`src/rtl/aes_round_tail.sv`:
```
// aes_round_tail: second half of one AES-128 encryption round.
// The substituted state is passed through ShiftRows, then MixColumns (skipped
// on the final round), then AddRoundKey. Up to two stages are held in a
// valid/ready pipeline with full backpressure.
// Byte 0 = s(0,0) sits in [127:120]; bytes run column-major.
module aes_round_tail #(
    parameter int unsigned REG_MIX = 1
) (
    input  logic         clk,
    input  logic         rst,
    input  logic         in_valid,
    output logic         in_ready,
    input  logic [127:0] in_data,
    input  logic [127:0] in_key,
    input  logic         in_last,
    output logic         out_valid,
    input  logic         out_ready,
    output logic [127:0] out_data,
    output logic         busy
);

    // Multiply by x in GF(2^8) modulo x^8 + x^4 + x^3 + x + 1.
    function automatic logic [7:0] xtime(input logic [7:0] b);
        xtime = {b[6:0], 1'b0} ^ (b[7] ? 8'h1B : 8'h00);
    endfunction

    // Row r rotates left by r positions: s'(r,c) = s(r,(c+r) mod 4).
    function automatic logic [127:0] shift_rows(input logic [127:0] s);
        logic [127:0] r;
        r = '0;
        for (int unsigned c = 0; c < 4; c++) begin
            for (int unsigned row = 0; row < 4; row++) begin
                r[127 - 8*(row + 4*c) -: 8] = s[127 - 8*(row + 4*((c + row) % 4)) -: 8];
            end
        end
        shift_rows = r;
    endfunction

    // One column times the circulant matrix [02 03 01 01].
    function automatic logic [31:0] mix_column(input logic [31:0] col);
        logic [7:0] a0, a1, a2, a3;
        logic [7:0] x0, x1, x2, x3;
        a0 = col[31:24];
        a1 = col[23:16];
        a2 = col[15:8];
        a3 = col[7:0];
        x0 = xtime(a0);
        x1 = xtime(a1);
        x2 = xtime(a2);
        x3 = xtime(a3);
        mix_column = {x0 ^ x1 ^ a1 ^ a2 ^ a3,
                      a0 ^ x1 ^ x2 ^ a2 ^ a3,
                      a0 ^ a1 ^ x2 ^ x3 ^ a3,
                      x0 ^ a0 ^ a1 ^ a2 ^ x3};
    endfunction

    function automatic logic [127:0] mix_columns(input logic [127:0] s);
        logic [127:0] r;
        r = '0;
        for (int unsigned c = 0; c < 4; c++) begin
            r[127 - 32*c -: 32] = mix_column(s[127 - 32*c -: 32]);
        end
        mix_columns = r;
    endfunction

    logic [127:0] sr_state;
    logic [127:0] mix_comb;

    // Stage-A payload: ShiftRows always, MixColumns except on the final round.
    always_comb begin
        sr_state = shift_rows(in_data);
        mix_comb = in_last ? sr_state : mix_columns(sr_state);
    end

    // Interface between the optional stage A and stage B.
    logic         src_valid;
    logic [127:0] src_mix;
    logic [127:0] src_key;
    logic         a_busy;

    logic         b_valid_q, b_valid_d;
    logic [127:0] b_data_q, b_data_d;
    logic         b_can_load;

    // B can take new data when empty or when its block leaves this cycle.
    always_comb begin
        b_can_load = !b_valid_q || out_ready;
    end

    generate
        if (REG_MIX != 0) begin : g_stage_a
            logic         a_valid_q, a_valid_d;
            logic [127:0] a_mix_q, a_mix_d;
            logic [127:0] a_key_q, a_key_d;
            logic         a_load;

            // A loads when empty or when its block moves into B this cycle.
            always_comb begin
                a_load    = !a_valid_q || b_can_load;
                a_valid_d = a_valid_q;
                a_mix_d   = a_mix_q;
                a_key_d   = a_key_q;
                if (a_load) begin
                    a_valid_d = in_valid;
                    if (in_valid) begin
                        a_mix_d = mix_comb;
                        a_key_d = in_key;
                    end
                end
            end

            // Stage A registers.
            always_ff @(posedge clk or posedge rst) begin
                if (rst) begin
                    a_valid_q <= 1'b0;
                    a_mix_q   <= '0;
                    a_key_q   <= '0;
                end else begin
                    a_valid_q <= a_valid_d;
                    a_mix_q   <= a_mix_d;
                    a_key_q   <= a_key_d;
                end
            end

            assign in_ready  = a_load;
            assign src_valid = a_valid_q;
            assign src_mix   = a_mix_q;
            assign src_key   = a_key_q;
            assign a_busy    = a_valid_q;
        end else begin : g_no_stage_a
            assign in_ready  = b_can_load;
            assign src_valid = in_valid;
            assign src_mix   = mix_comb;
            assign src_key   = in_key;
            assign a_busy    = 1'b0;
        end
    endgenerate

    // B captures AddRoundKey of the incoming stage; holds under stall.
    always_comb begin
        b_valid_d = b_valid_q;
        b_data_d  = b_data_q;
        if (b_can_load) begin
            b_valid_d = src_valid;
            if (src_valid) begin
                b_data_d = src_mix ^ src_key;
            end
        end
    end

    // Stage B registers.
    always_ff @(posedge clk or posedge rst) begin
        if (rst) begin
            b_valid_q <= 1'b0;
            b_data_q  <= '0;
        end else begin
            b_valid_q <= b_valid_d;
            b_data_q  <= b_data_d;
        end
    end

    assign out_valid = b_valid_q;
    assign out_data  = b_data_q;
    assign busy      = a_busy || b_valid_q;

endmodule

```
`config.mk`:
```
export PLATFORM = sky130hd
export DESIGN_NAME = aes_round_tail
export DESIGN_NICKNAME = d
export VERILOG_FILES = /design/src/rtl/aes_round_tail.sv
export SDC_FILE = /design/constraint.sdc
export NUM_CORES = 1
export LEC_CHECK = 0
export ABC_AREA = 1
export CAP_MARGIN = 20
export CORE_ASPECT_RATIO = 1.4
export CORE_MARGIN = 2
export CORE_UTILIZATION = 45
export CTS_BUF_LIST = sky130_fd_sc_hd__clkbuf_16
export CTS_CLUSTER_DIAMETER = 80
export CTS_CLUSTER_SIZE = 16
export DETAILED_ROUTE_END_ITERATION = 8
export PLACE_DENSITY = 0.69
export SYNTH_ARGS = -nofsm -noshare
export SYNTH_HDL_FRONTEND = slang
export SYNTH_SLANG_ARGS = --single-unit
```
`constraint.sdc`:
```
create_clock -name clk -period 30.8 [get_ports clk]
set_input_delay 7.7 -clock clk [delete_from_list [all_inputs] [get_ports clk]]
set_output_delay 7.7 -clock clk [all_outputs]
set_load 0.01 [all_outputs]
```
### Word-level counts from Yosys, hierarchy flattened

Cells that the tools add are included.

* flip-flop bits (word level): 386

* multiplexer cells: 17
* bitwise operators: 81
* reduce and logical (&&, ||, !) cells: 7

Operators by type and width (count)
* XOR 8 bit: 64
* 2-to-1 mux 128 bit: 1
* XOR 128 bit: 1
* XOR 8 x 5 -> 8 bit: 16
* 2-to-1 mux 5 bit: 16
* AND reduction 2 bit: 2
* logical OR 1 bit: 3
* zero test 1 bit: 2

### Depth between registers and ports, before layout

* depth after elaboration: 7
* mapped depth: 11

### Least setup slack after synthesis

OpenSTA, ideal clock, no wires.

* path kind: input to output
* from: input port out_ready
* to: output port in_ready
* arrival: 7.902 ns
* setup slack: 15.198 ns
* cell stages on the path: 2
* path buffers: 0
* cell sequence: inv_1 -> nand3_2

* cells in the longest elaborated chain, start to end: 2

Ends and longest elaborated chain
* start, declared: RTL line 17 `input logic out_ready,`
* logical OR 1 bit: RTL line 87 `b_can_load = !b_valid_q || out_ready;`
* logical OR 1 bit: RTL line 99 `a_load = !a_valid_q || b_can_load;`
* end, declared: RTL line 12 `output logic in_ready,`

No other way between the ends.

### Worst setup path in the final report

Ends and elaborated chain as after synthesis.

==> results.md <==
* Count leader, synth: nand2_1
* Layout fillers at 5160
* Post-DRT Antenna Nets at 0
* Most used cell, CP: clkdlybuf4s50_1
* PD cells at 56.6 nW/um^2
* Setup TNS at 0 ns
* Starting density of the core at 0.453
* Crit path capture type: primary output
* CP Max Fanout at 3
* Outcome: finished, final reports clean
* Clk_lat worst skew at roughly 0.59 ns
* Final setup violation count at 0
* Inst Count DP at 4500
* Synth top cells by count: 1930 x nand2_1, 386 x dfrtp_1, 269 x a21oi_1
* Multi-input logic area at about 12000 sq um
* Peak supply drop at 0.0578 mV
* CTS tree: yes
* Die height at 275 microns
* H-tree depth at 1
* Die area at 54200 sq um
* Syn avg cell area at 6.55 sq um
* Total power at 0.00161 W
* Detailed Routing Iterations Pass 1 at 5
* Worst Path Required at 23.10 ns
* DR DRC count at 0
* Wire per inst at 15.2 microns
* Final min period at 16.63 ns
* Worst Hold Path EP: g_stage_a.a_key_q[92]
* Share of cells above drive strength 1 at 0.0137
* Critical-path cell list: clkdlybuf4s50_1 -> inv_1 -> nand3_2 -> clkdlybuf4s50_1
* IO Pins at between 300 and 400
* Iteration-0 DRC Markers at 1404
* Die X at 197 microns
* Sink Count at 386
* First-pass GRT wire length at 110000 microns
* Total gr overflow at 0
* Slowest library cell on the worst path: clkdlybuf4s50_1
* RSZ-0062 raised after global routing: false
* Synthesized flop and latch total at 386
* Root Driver: clkbuf_16
* Post-synthesis cell type count at 23
* R2r startpoint: out_valid
* Nets at 4135
* Clock slew at reported path FFs at 0.07 ns
* Yosys top cell area share at 0.411
* Ys async rst share at 1.00
* Core Region at slightly above 50000 sq um
* Seq/Total Area, Yosys at 0.411
* Relative slew slack at 0.318
* Hold path cells at 2
* Most used flip-flop cell after synthesis: dfrtp_1
* Reg area at 9660 sq um
* Crit path launch type: input port
* Tcrit/Tclk final at 0.540
* DP HPWL at 49200 microns
* DR vias/cell at around 5
* Leak at 14.8 nW
* Setup Fix Bufs, Post-CTS at 0
* Yosys warns at 0
* Skew final at 0.0116 ns
* CTS Buf Count at 28
* Largest net degree at the start of global routing at 157
* Vias in the first global route at 21300
* Synth area leader: dfrtp_1
* Row count at 99
* Final Hold Fails at 0
* Final core occ at 0.547
* GRT Total Usage at 0.251
* Post-synthesis instance total at 3594
* Synth-to-layout area growth at 20.7%
* Port Buffer Count at 391
* FF-to-FF setup slack at 27.56 ns
* Worst path max stage delay at approximately 0.56 ns
* Pin slew with the least headroom to its limit at 1.02 ns
* Critical path class: in2out
* Finished Layout Cells at about 4500
* Reg2reg path depth at 7
* Antenna violations before repair at 9
* RR Endpoint: g_stage_a.a_mix_q[50]
* Number of synthesized flops with an enable pin at 0
* Routability congestion estimate from global placement at 0.887
* Cts repair resizes at 0
* CTS Buffer Depth at 3
* Crit path DAT at a little under 9 ns
* Synthesized Nets at 3855
* Number of max-cap violations at 0
* Fmax at between 60 and 70 MHz
* Hold_sp: g_stage_a.a_key_q[92]
* Vias at between 20000 and 25000
* Synth area leaders: dfrtp_1 41%, nand2_1 31%, a21oi_1 5.7%, xnor2_1 5.6%, nand3_1 4.8%
* Post-Syn Area at 23500 sq um
* Post-CTS Hold Fix Bufs at 0
* Hold WC Path Type: reg2reg
* DRT Wirelength at 69000 microns
* Slew Limit Fails at 0
cell usage in the layout, fill, tap and decap left out:
cell type / synthesis / layout
diode_2: 0 / 7
nand3_1: 225 / 225
clkdlybuf4s50_1: 0 / 390
clkbuf_16: 0 / 29
a21oi_1: 269 / 269
clkinv_4: 0 / 2
inv_1: 186 / 185
xor2_1: 37 / 37
nand3_2: 1 / 1
buf_12: 0 / 1
or2_2: 1 / 1
clkinv_1: 9 / 10
a21oi_4: 0 / 1
inv_2: 3 / 1
inv_6: 0 / 1
inv_8: 0 / 1
nor2_1: 200 / 200
inv_4: 0 / 1
dfrtp_1: 386 / 386
nand2_8: 0 / 1
o21ai_1: 5 / 5
xnor2_1: 151 / 151
o21ai_0: 34 / 34
nand2_1: 1930 / 1930
buf_4: 13 / 13
nand3b_1: 1 / 1
worst max-delay path, delay by kind of cell:
family                 cells  cell delay [ns]
and+or+nand+nor            1             0.14
buffers and inverters      3             1.09
how the worst max path moves through the flow:
stage          cells after the start       end       from  slack, ns
2_1_floorplan                      1    a_busy        rst      12.37
3_3_place_gp                       4  in_ready  out_ready      14.14
3_5_place_dp                       4  in_ready  out_ready      14.17
4_1_cts                            4  in_ready  out_ready      14.16
5_1_grt                            4  in_ready  out_ready      14.12
6_report                           4  in_ready  out_ready      14.17
layout make-up:
type,instances,area share
clock buffers,29,0.0256
flip-flops and latches,386,0.340
multi-input cells,2856,0.436
diodes,7,0.000617
inverters,198,0.0267
well taps,656,0.0289
repair buffers,404,0.142
clock inverters,3,0.000749
state kept, by name, indices dropped and copies added, names as in the netlist:
signal and flops:
g_stage_a.a_mix_q 128, g_stage_a.a_key_q 128, out_data 128, out_valid 1, a_busy 1
where the power goes:
| part | switching (W) | internal, W | leakage (nW) | total (W) |
|---|---|---|---|---|
| clock network | 0.000177 | 0.000166 | 0.367 | 0.000343 |
| logic | 0.000284 | 0.000270 | 9.92 | 0.000555 |
| registers | 0.0000830 | 0.000627 | 4.55 | 0.000710 |
| total | 0.000544 | 0.00106 | 14.8 | 0.00161 |
stage by stage:
stage	hold WS (ns)	setup slack (ns)	area [sq um]
after floorplan	0.469	12.37	23500
after CTS	0.503	14.16	28400
after global placement	0.482	14.14	27600
final	0.500	14.17	28400
after detailed placement	0.486	14.17	27600
after global routing	0.518	14.12	28400
cell families after synthesis:
family,Yosys count,synth area share
compound gates,309,0.0659
xor+xnor,188,0.0700
simple gates,2359,0.389
flops,386,0.411
buf+inv,352,0.0647
per-layer routing:
| metal | part of all wire | wire (microns) | global-route usage | vias up |
|---|---|---|---|---|
| met1 | 0.42 | 28700 | 0.317 | 10500 |
| li1 | - | - | - | 11600 |
| met2 | 0.49 | 34000 | 0.434 | 541 |
| met4 | 0.032 | 2220 | 0.0865 | 6 |
| met5 | 0.00064 | 44 | 0 | - |
| met3 | 0.059 | 4110 | 0.0416 | 112 |
No activity file was read; power rests on OpenSTA's default activity.
